===== src/rtl/multicycle_control_pkg.sv =====
// Shared definitions for the RV32 multi-cycle control FSM: opcodes, ALU ops,
// state encodings, datapath select codes and the bundled control word.
package multicycle_control_pkg;

  localparam logic [6:0] OP_R      = 7'b0110011;
  localparam logic [6:0] OP_I      = 7'b0010011;
  localparam logic [6:0] OP_LOAD   = 7'b0000011;
  localparam logic [6:0] OP_STORE  = 7'b0100011;
  localparam logic [6:0] OP_BRANCH = 7'b1100011;
  localparam logic [6:0] OP_JAL    = 7'b1101111;
  localparam logic [6:0] OP_JALR   = 7'b1100111;

  localparam logic [6:0] FUNC7_SUB = 7'b0100000;

  typedef enum logic [2:0] {
    ALU_AND = 3'b000,
    ALU_OR  = 3'b001,
    ALU_ADD = 3'b010,
    ALU_SUB = 3'b110
  } alu_op_e;

  typedef enum logic [2:0] {
    S_FETCH  = 3'd0,
    S_DECODE = 3'd1,
    S_EXEC   = 3'd2,
    S_MEM    = 3'd3,
    S_WB     = 3'd4,
    S_FAULT  = 3'd7
  } state_e;

  localparam logic [1:0] PC_SRC_SEQ    = 2'd0;
  localparam logic [1:0] PC_SRC_BRANCH = 2'd1;
  localparam logic [1:0] PC_SRC_JALR   = 2'd2;

  localparam logic [1:0] WB_SEL_ALU  = 2'd0;
  localparam logic [1:0] WB_SEL_MEM  = 2'd1;
  localparam logic [1:0] WB_SEL_LINK = 2'd2;

  localparam logic [1:0] SRC_A_PC     = 2'd0;
  localparam logic [1:0] SRC_A_RS1    = 2'd1;
  localparam logic [1:0] SRC_A_OLD_PC = 2'd2;

  localparam logic [1:0] SRC_B_RS2  = 2'd0;
  localparam logic [1:0] SRC_B_IMM  = 2'd1;
  localparam logic [1:0] SRC_B_FOUR = 2'd2;

  typedef struct packed {
    logic       mem_req;
    logic       mem_we;
    logic       ir_we;
    logic       pc_we;
    logic [1:0] pc_src;
    logic       reg_we;
    logic [1:0] wb_sel;
    logic [1:0] alu_src_a;
    logic [1:0] alu_src_b;
    alu_op_e    alu_control;
  } ctrl_t;

  function automatic logic branch_taken(input logic [2:0] func3,
                                        input logic       zero,
                                        input logic       lt);
    case (func3)
      3'b000:  return zero;
      3'b100:  return lt;
      3'b101:  return !lt;
      default: return 1'b0;
    endcase
  endfunction

endpackage


===== src/rtl/multicycle_control_if.sv =====
// Single-port memory handshake between the control FSM (master) and memory (slave).
interface multicycle_control_if;
  logic mem_req;
  logic mem_we;
  logic mem_ready;

  modport master (output mem_req, output mem_we, input mem_ready);
  modport slave  (input mem_req, input mem_we, output mem_ready);
endinterface


===== src/rtl/multicycle_control_alu_op_decode.sv =====
// Combinational ALU-op decode used in EXEC: opcode/func3/func7 -> 3-bit ALU op.
module multicycle_control_alu_op_decode
  import multicycle_control_pkg::*;
(
  input  logic [6:0] opcode,
  input  logic [2:0] func3,
  input  logic [6:0] func7,
  output alu_op_e    alu_control
);

  always_comb begin
    // NOTE: default assigned first so every path drives the output and no latch is inferred.
    alu_control = ALU_ADD;
    case (opcode)
      OP_R: begin
        case (func3)
          3'b111:  alu_control = ALU_AND;
          3'b110:  alu_control = ALU_OR;
          3'b000:  alu_control = (func7 == FUNC7_SUB) ? ALU_SUB : ALU_ADD;
          default: alu_control = ALU_ADD;
        endcase
      end
      OP_BRANCH: alu_control = ALU_SUB;
      default:   alu_control = ALU_ADD;
    endcase
  end

endmodule


===== src/rtl/multicycle_control.sv =====
// Multi-cycle main control FSM for the RV32 core (FETCH/DECODE/EXEC/MEM/WB/FAULT).
// Define MC_ILLEGAL_TRAP_EN to trap unsupported opcodes into FAULT instead of retiring them as NOPs.
module multicycle_control
  import multicycle_control_pkg::*;
#(
  parameter int MEM_TIMEOUT = 16,
  parameter int RET_CNT_W   = 32
) (
  input  logic                 clk,
  input  logic                 rst,
  input  logic [6:0]           opcode,
  input  logic [2:0]           func3,
  input  logic [6:0]           func7,
  input  logic                 zero,
  input  logic                 lt,
  multicycle_control_if.master mem,
  output logic                 ir_we,
  output logic                 pc_we,
  output logic [1:0]           pc_src,
  output logic                 reg_we,
  output logic [1:0]           wb_sel,
  output logic [1:0]           alu_src_a,
  output logic [1:0]           alu_src_b,
  output logic [2:0]           alu_control,
  output logic [2:0]           state,
  output logic                 instr_done,
  output logic [RET_CNT_W-1:0] ret_cnt,
  output logic                 fault
);

  localparam int WAIT_W = $clog2(MEM_TIMEOUT);

  state_e            state_q, state_d;
  logic [WAIT_W-1:0] wait_q, wait_d;
  logic              retire;
  logic              mem_wait;
  ctrl_t             ctrl, ctrl_out;
  alu_op_e           dec_alu;

  multicycle_control_alu_op_decode u_alu_op_decode (
    .opcode      (opcode),
    .func3       (func3),
    .func7       (func7),
    .alu_control (dec_alu)
  );

  always_ff @(posedge clk) begin
    // NOTE: state registers use non-blocking assignments so all flops update together on the edge.
    if (rst) begin
      state_q <= S_FETCH;
      wait_q  <= '0;
      ret_cnt <= '0;
    end else begin
      state_q <= state_d;
      wait_q  <= wait_d;
      if (retire) ret_cnt <= ret_cnt + 1'b1;
    end
  end

  always_comb begin
    state_d  = state_q;
    ctrl     = '0;
    retire   = 1'b0;
    mem_wait = 1'b0;

    case (state_q)
      S_FETCH: begin
        ctrl.mem_req     = 1'b1;
        ctrl.alu_src_a   = SRC_A_PC;
        ctrl.alu_src_b   = SRC_B_FOUR;
        ctrl.alu_control = ALU_ADD;
        if (mem.mem_ready) begin
          ctrl.ir_we  = 1'b1;
          ctrl.pc_we  = 1'b1;
          ctrl.pc_src = PC_SRC_SEQ;
          state_d     = S_DECODE;
        end else begin
          mem_wait = 1'b1;
        end
      end

      S_DECODE: begin
        ctrl.alu_src_a   = SRC_A_OLD_PC;
        ctrl.alu_src_b   = SRC_B_IMM;
        ctrl.alu_control = ALU_ADD;
        state_d          = S_EXEC;
      end

      S_EXEC: begin
        ctrl.alu_control = dec_alu;
        state_d          = S_FETCH;
        case (opcode)
          OP_R: begin
            ctrl.alu_src_a = SRC_A_RS1;
            ctrl.alu_src_b = SRC_B_RS2;
            state_d        = S_WB;
          end
          OP_I: begin
            ctrl.alu_src_a = SRC_A_RS1;
            ctrl.alu_src_b = SRC_B_IMM;
            state_d        = S_WB;
          end
          OP_LOAD, OP_STORE: begin
            ctrl.alu_src_a = SRC_A_RS1;
            ctrl.alu_src_b = SRC_B_IMM;
            state_d        = S_MEM;
          end
          OP_BRANCH: begin
            ctrl.alu_src_a = SRC_A_RS1;
            ctrl.alu_src_b = SRC_B_RS2;
            if (branch_taken(func3, zero, lt)) begin
              ctrl.pc_we  = 1'b1;
              ctrl.pc_src = PC_SRC_BRANCH;
            end
            retire = 1'b1;
          end
          OP_JAL: begin
            ctrl.pc_we  = 1'b1;
            ctrl.pc_src = PC_SRC_BRANCH;
            ctrl.reg_we = 1'b1;
            ctrl.wb_sel = WB_SEL_LINK;
            retire      = 1'b1;
          end
          OP_JALR: begin
            ctrl.alu_src_a = SRC_A_RS1;
            ctrl.alu_src_b = SRC_B_IMM;
            ctrl.pc_we     = 1'b1;
            ctrl.pc_src    = PC_SRC_JALR;
            ctrl.reg_we    = 1'b1;
            ctrl.wb_sel    = WB_SEL_LINK;
            retire         = 1'b1;
          end
          default: begin
`ifdef MC_ILLEGAL_TRAP_EN
            state_d = S_FAULT;
`else
            retire  = 1'b1;
`endif
          end
        endcase
      end

      S_MEM: begin
        ctrl.mem_req = 1'b1;
        ctrl.mem_we  = (opcode == OP_STORE);
        if (mem.mem_ready) begin
          if (opcode == OP_LOAD) begin
            state_d = S_WB;
          end else begin
            state_d = S_FETCH;
            retire  = 1'b1;
          end
        end else begin
          mem_wait = 1'b1;
        end
      end

      S_WB: begin
        ctrl.reg_we = 1'b1;
        ctrl.wb_sel = (opcode == OP_LOAD) ? WB_SEL_MEM : WB_SEL_ALU;
        state_d     = S_FETCH;
        retire      = 1'b1;
      end

      S_FAULT: state_d = S_FAULT;

      default: state_d = S_FETCH;
    endcase

    // The final unanswered cycle of a request abandons it instead of waiting forever.
    if (mem_wait && wait_q == WAIT_W'(MEM_TIMEOUT - 1)) begin
      state_d = S_FAULT;
      retire  = 1'b0;
    end

    if (state_d != state_q) wait_d = '0;
    else if (mem_wait)      wait_d = wait_q + 1'b1;
    else                    wait_d = wait_q;
  end

  // Reset forces every control output low even while the state register still holds the old state.
  assign ctrl_out    = rst ? '0 : ctrl;
  assign mem.mem_req = ctrl_out.mem_req;
  assign mem.mem_we  = ctrl_out.mem_we;
  assign ir_we       = ctrl_out.ir_we;
  assign pc_we       = ctrl_out.pc_we;
  assign pc_src      = ctrl_out.pc_src;
  assign reg_we      = ctrl_out.reg_we;
  assign wb_sel      = ctrl_out.wb_sel;
  assign alu_src_a   = ctrl_out.alu_src_a;
  assign alu_src_b   = ctrl_out.alu_src_b;
  assign alu_control = ctrl_out.alu_control;
  assign state       = state_q;
  assign instr_done  = retire & ~rst;
  assign fault       = (state_q == S_FAULT) & ~rst;

endmodule

===== src/flat_wrapper.sv =====
// flat-port wrapper written by rule: the top's interface ports become plain ports
module multicycle_control_flat import multicycle_control_pkg::*;
#(
  parameter int MEM_TIMEOUT = 16,
  parameter int RET_CNT_W   = 32
)
  (clk, rst, opcode, func3, func7, zero, lt, ir_we, pc_we, pc_src, reg_we, wb_sel, alu_src_a, alu_src_b, alu_control, state, instr_done, ret_cnt, fault, mem_mem_req, mem_mem_we, mem_mem_ready);
  multicycle_control_if mem_i ();
  input  logic clk;
  input  logic rst;
  input  logic [6:0] opcode;
  input  logic [2:0] func3;
  input  logic [6:0] func7;
  input  logic zero;
  input  logic lt;
  output logic ir_we;
  output logic pc_we;
  output logic [1:0] pc_src;
  output logic reg_we;
  output logic [1:0] wb_sel;
  output logic [1:0] alu_src_a;
  output logic [1:0] alu_src_b;
  output logic [2:0] alu_control;
  output logic [2:0] state;
  output logic instr_done;
  output logic [RET_CNT_W-1:0] ret_cnt;
  output logic fault;
  output wire logic [$bits(mem_i.mem_req)-1:0] mem_mem_req;
  output wire logic [$bits(mem_i.mem_we)-1:0] mem_mem_we;
  input wire logic [$bits(mem_i.mem_ready)-1:0] mem_mem_ready;
  assign mem_mem_req = mem_i.mem_req;
  assign mem_mem_we = mem_i.mem_we;
  assign mem_i.mem_ready = mem_mem_ready;
  multicycle_control #(.MEM_TIMEOUT(MEM_TIMEOUT), .RET_CNT_W(RET_CNT_W)) u_core (.clk(clk), .rst(rst), .opcode(opcode), .func3(func3), .func7(func7), .zero(zero), .lt(lt), .mem(mem_i), .ir_we(ir_we), .pc_we(pc_we), .pc_src(pc_src), .reg_we(reg_we), .wb_sel(wb_sel), .alu_src_a(alu_src_a), .alu_src_b(alu_src_b), .alu_control(alu_control), .state(state), .instr_done(instr_done), .ret_cnt(ret_cnt), .fault(fault));
endmodule

===== config.mk =====
export PLATFORM = sky130hd
export DESIGN_NAME = multicycle_control_flat
export DESIGN_NICKNAME = d
export VERILOG_FILES = /design/src/rtl/multicycle_control_pkg.sv /design/src/rtl/multicycle_control_if.sv /design/src/rtl/multicycle_control_alu_op_decode.sv /design/src/rtl/multicycle_control.sv /design/src/flat_wrapper.sv
export SDC_FILE = /design/constraint.sdc
export NUM_CORES = 1
export LEC_CHECK = 0
export ABC_CLOCK_PERIOD_IN_PS = 2340
export CAP_MARGIN = 20
export CORE_MARGIN = 5
export CORE_UTILIZATION = 47
export DETAILED_ROUTE_END_ITERATION = 8
export PLACE_DENSITY = 0.81
export SYNTH_ARGS = -nofsm -noshare
export SYNTH_HDL_FRONTEND = slang
export SYNTH_SLANG_ARGS = --single-unit

===== constraint.sdc =====
create_clock -name clk -period 2.34 [get_ports clk]
set_clock_uncertainty 0.05 [all_clocks]
set_input_delay 0.468 -clock clk [delete_from_list [all_inputs] [get_ports clk]]
set_output_delay 0.468 -clock clk [all_outputs]
set_load 0.01 [all_outputs]

==> metrics.md, run 1 <==
| Metric | Value |
|---|---|
| Max Root-Sink Buffers | 2 |
| Fmax | between 0.4 and 0.5 GHz |
| Number of diodes | 0 |
| Vias in the first global route | roughly 2600 |
| Hold wc startpoint | u_core.ret_cnt[24] |
| FP Rows | 26 |
| DR WL/cell | 15.8 µm |
| R2R cell count | 7 |
| Worst Path Arrival | about 1.9 ns |
| Crit Path Max Fanout | 1 |
| Largest net degree at the start of global routing | 22 |
| Overflow after GRT | 0 |
| First-pass GRT wire length | 11.8 mm |
| Antenna-violating nets left | 0 |
| Die area | just under 7000 µm² |
| PnR Total Power | approximately 1.3 mW |
| R2R Setup Slk | about 0.18 ns |
| CTS tree | built |
| Worst-Skew Late Latency | ~0.29 ns |
| # hold bufs at CTS | 0 |
| DRT Pass-1 Iters | 4 |
| Most frequent cell after synthesis | nor2_1 |
| Number of synthesized flops with an enable pin | 0 |
| Clock sinks | 39 |
| Final min period | about 2.4 ns |
| Ys async rst share | 0% |
| Power Dens Cells | roughly 360 nW/µm² |
| Cells after Synth | between 200 and 300 |
| Synth Area in Simple Gates | between 20 and 30% |
| Core footprint | between 5000 and 6000 µm² |
| HPWL Detailed | 5.39 mm |
| Root Buffer | clkbuf_8 |
| Mapped cell area | 2460 µm² |
| GRT Util Overall | about 22% |
| Vias | 2657 |
| H-tree level count | 2 |
| Final Setup Violations | 1 |
| Gp weighted congestion | roughly 0.9 |
| #FFs+latches synth | 39 |
| Placed Area | ~3500 µm² |
| Post-synthesis compound-gate area fraction | between 20% and 30% |
| Slew Limit Fails | 0 |
| Fin. Hold Viols | 0 |
| Initial DRC count | 142 |
| Via density | 5.68 |
| Slew margin rel. | roughly three quarters |
| Final layout net count | roughly 420 |
| Initial antenna violation count | 0 |
| Layout Area Growth over Synthesis | 48.7% |
| Synth Area in Adders | ~1.0% |
| R2R Path Start | u_core.state[1] |
| Worst setup EP type | output port |
| Input/output buffers | 74 |
| Fraction of layout cells with a size suffix above 1 | between 20% and 30% |
| Seq/Total Area, Yosys | a little under a third |
| Worst Hold Endpoint | u_core.ret_cnt[24] |
| Hold/Removal Path Class | flip-flop to flip-flop |
| Unrepaired setup endpoints after global routing | true |
| Post-synthesis mux area share | between 1 and 1.5% |
| Synth top area share | a little under a third |
| Die Height | 82.4 µm |
| Syn Nets | between 300 and 400 |
| Ys flop type | dfxtp_1 |
| Residual DRC | 0 |
| Crit path launch type | primary input |
| Hold path depth | 2 |
| Final wirelength | 7.39 mm |
| Initial Util | between 40% and 50% |
| Post-synth top area cell | dfxtp_1 |
| Status | complete, but fails checks |
| # IOs | 75 |
| Yosys cell types | between 40 and 50 |
| Reg-to-reg endpoint | u_core.ret_cnt[30] |
| Post-Layout Inst Area | between 3000 and 4000 µm² |
| Commonest cells post-synth | nor2_1 (44), dfxtp_1 (39), xnor2_1 (28) |
| Dpl ws | -0.681 ns |
| Slew @ Worst Pin | 0.385 ns |
| Violated checks | setup timing |
| Die outline width | ~82 µm |
| Lkg Pwr | between 1 and 1.5 nW |
| Mapped Avg Cell Area | ~8.3 µm² |
| MaxCap Viol Count | 0 |
| Clk pin slew, worst setup/hold paths | approximately 0.070 ns |
| XOR/XNOR Fraction of Synth Area | 11.0% |
| Critical path class | primary input to output port |
| Synthesis Warnings | 0 |
| Worst Slack Setup Final | -0.0807 ns |
| Main area contributors after synthesis | dfxtp_1 (32%), xnor2_1 (10%), a2111oi_2 (9.1%), nor2_1 (6.7%), a21oi_1 (3.7%) |
| CP required | 1.82 ns |
| Hold WS | ~0.49 ns |
| Largest family of logic cells by synthesized area | simple AND/OR/NAND/NOR gates |
| VDD IR-drop max | roughly 0.30 mV |
| CTS Buf Count | 5 |
| Final Cycle Share | 103% |
[where the power goes]
group / leakage [nW] / internal [mW] / switching [mW]
registers: 0.315 / 0.668 / 0.00732
logic: 0.949 / 0.0993 / 0.102
clock network: 0.0361 / 0.198 / 0.227
total: 1.30 / 0.965 / 0.336
[critical path, cell delays in order]
cell and delay, ns:
clkdlybuf4s50_1 0.41, nor4_2 0.34, a32oi_1 0.17, nor4b_1 0.31
buf_2 0.20
[kinds of logic (layout without fill, tap and decap cells)]
group / after synthesis / count (layout)
buf+inv: 31 / 131
xor+xnor: 31 / 31
mux: 3 / 3
flops: 39 / 39
compound gates: 61 / 61
simple gates: 131 / 131
fa+ha+maj: 2 / 2
[state kept, by name (all words and copies together) (netlist names)]
| register | flops |
|---|---|
| u_core.ret_cnt | 32 |
| u_core.wait_q | 4 |
| u_core.state | 3 |
[cells in the final DEF, fill, tap and decap left out, types with 2 or more instances in the layout]
master	netlist	routed
o21ai_0	4	3
clkdlybuf4s50_1	0	43
and2_1	5	4
inv_1	9	9
nor2_1	44	42
nor4_2	0	2
buf_4	2	40
mux2i_1	2	2
a2111oi_2	15	15
nand2_1	19	18
a21oi_1	18	16
or3_1	3	3
nor2b_1	2	2
clkbuf_2	0	2
clkbuf_8	0	5
a21oi_2	0	2
and2b_1	2	2
buf_6	0	2
xor2_1	3	3
and4_1	6	6
dlymetal6s2s_1	0	4
a211oi_1	9	9
nand4_1	11	11
xnor2_1	28	28
nor4b_1	4	2
nand3_1	11	11
or2_4	0	3
clkdlybuf4s15_1	0	2
dlygate4sd2_1	0	14
a211o_1	3	3
o21bai_1	2	2
dfxtp_1	39	38
and3_1	3	3
nor3_1	8	7
buf_2	8	9
ha_1	2	2
[cell type report]
type	instances	area, µm²
Tap cell	70	87.6
Timing Repair Buffer	116	1000
Clock buffer	5	68.8
Sequential cell	39	782
Clock inverter	1	7.51
Fill cell	395	1450
Inverter	9	33.8
Multi-Input combinational cell	228	1680
[metrics by stage]
stage / std cells / setup TNS, ns / util, %
global placement: 457 / -16.44 / 68.1
global route: 468 / -0.223 / 71.7
floorplan: 298 / 0 / -
finish: 468 / -0.0807 / 71.7
CTS: 465 / 0 / 70.6
detailed placement: 457 / -18.08 / 68.1
[metal layers]
metal	GRT usage (%)	vias up	wire length [µm]
li1	-	1278	-
met1	27.2	1255	3090
met2	36.9	99	3650
met3	4.01	25	373
met4	11.5	0	274
met5	0	-	0
[what timing repair did]
action	in CTS	in global routing
setup endpoints to repair	35	16
cloned	0	0
resized for setup	78	15
buffers inserted	2	3
pin swaps	16	10
[how the worst max path moves through the flow]
stage / startpoint / end / slack [ns] / cells after the start
floorplan: opcode[6] / alu_src_b[0] / 0.10 / 6
global placement: opcode[2] / pc_we / -0.64 / 8
detailed placement: opcode[2] / pc_we / -0.68 / 8
CTS: rst / fault / 0.0009 / 4
global route: func7[5] / alu_control[2] / -0.13 / 5
finish: func7[6] / alu_control[2] / -0.08 / 5
Note: power is estimated with default switching activity, not from simulation.
==> run 2, diff against run 1 <==
- ABC_CLOCK_PERIOD_IN_PS: 2340 -> default
==> results of run 2 <==
The final DEF is identical to that of run 1; final timing and power are the same.
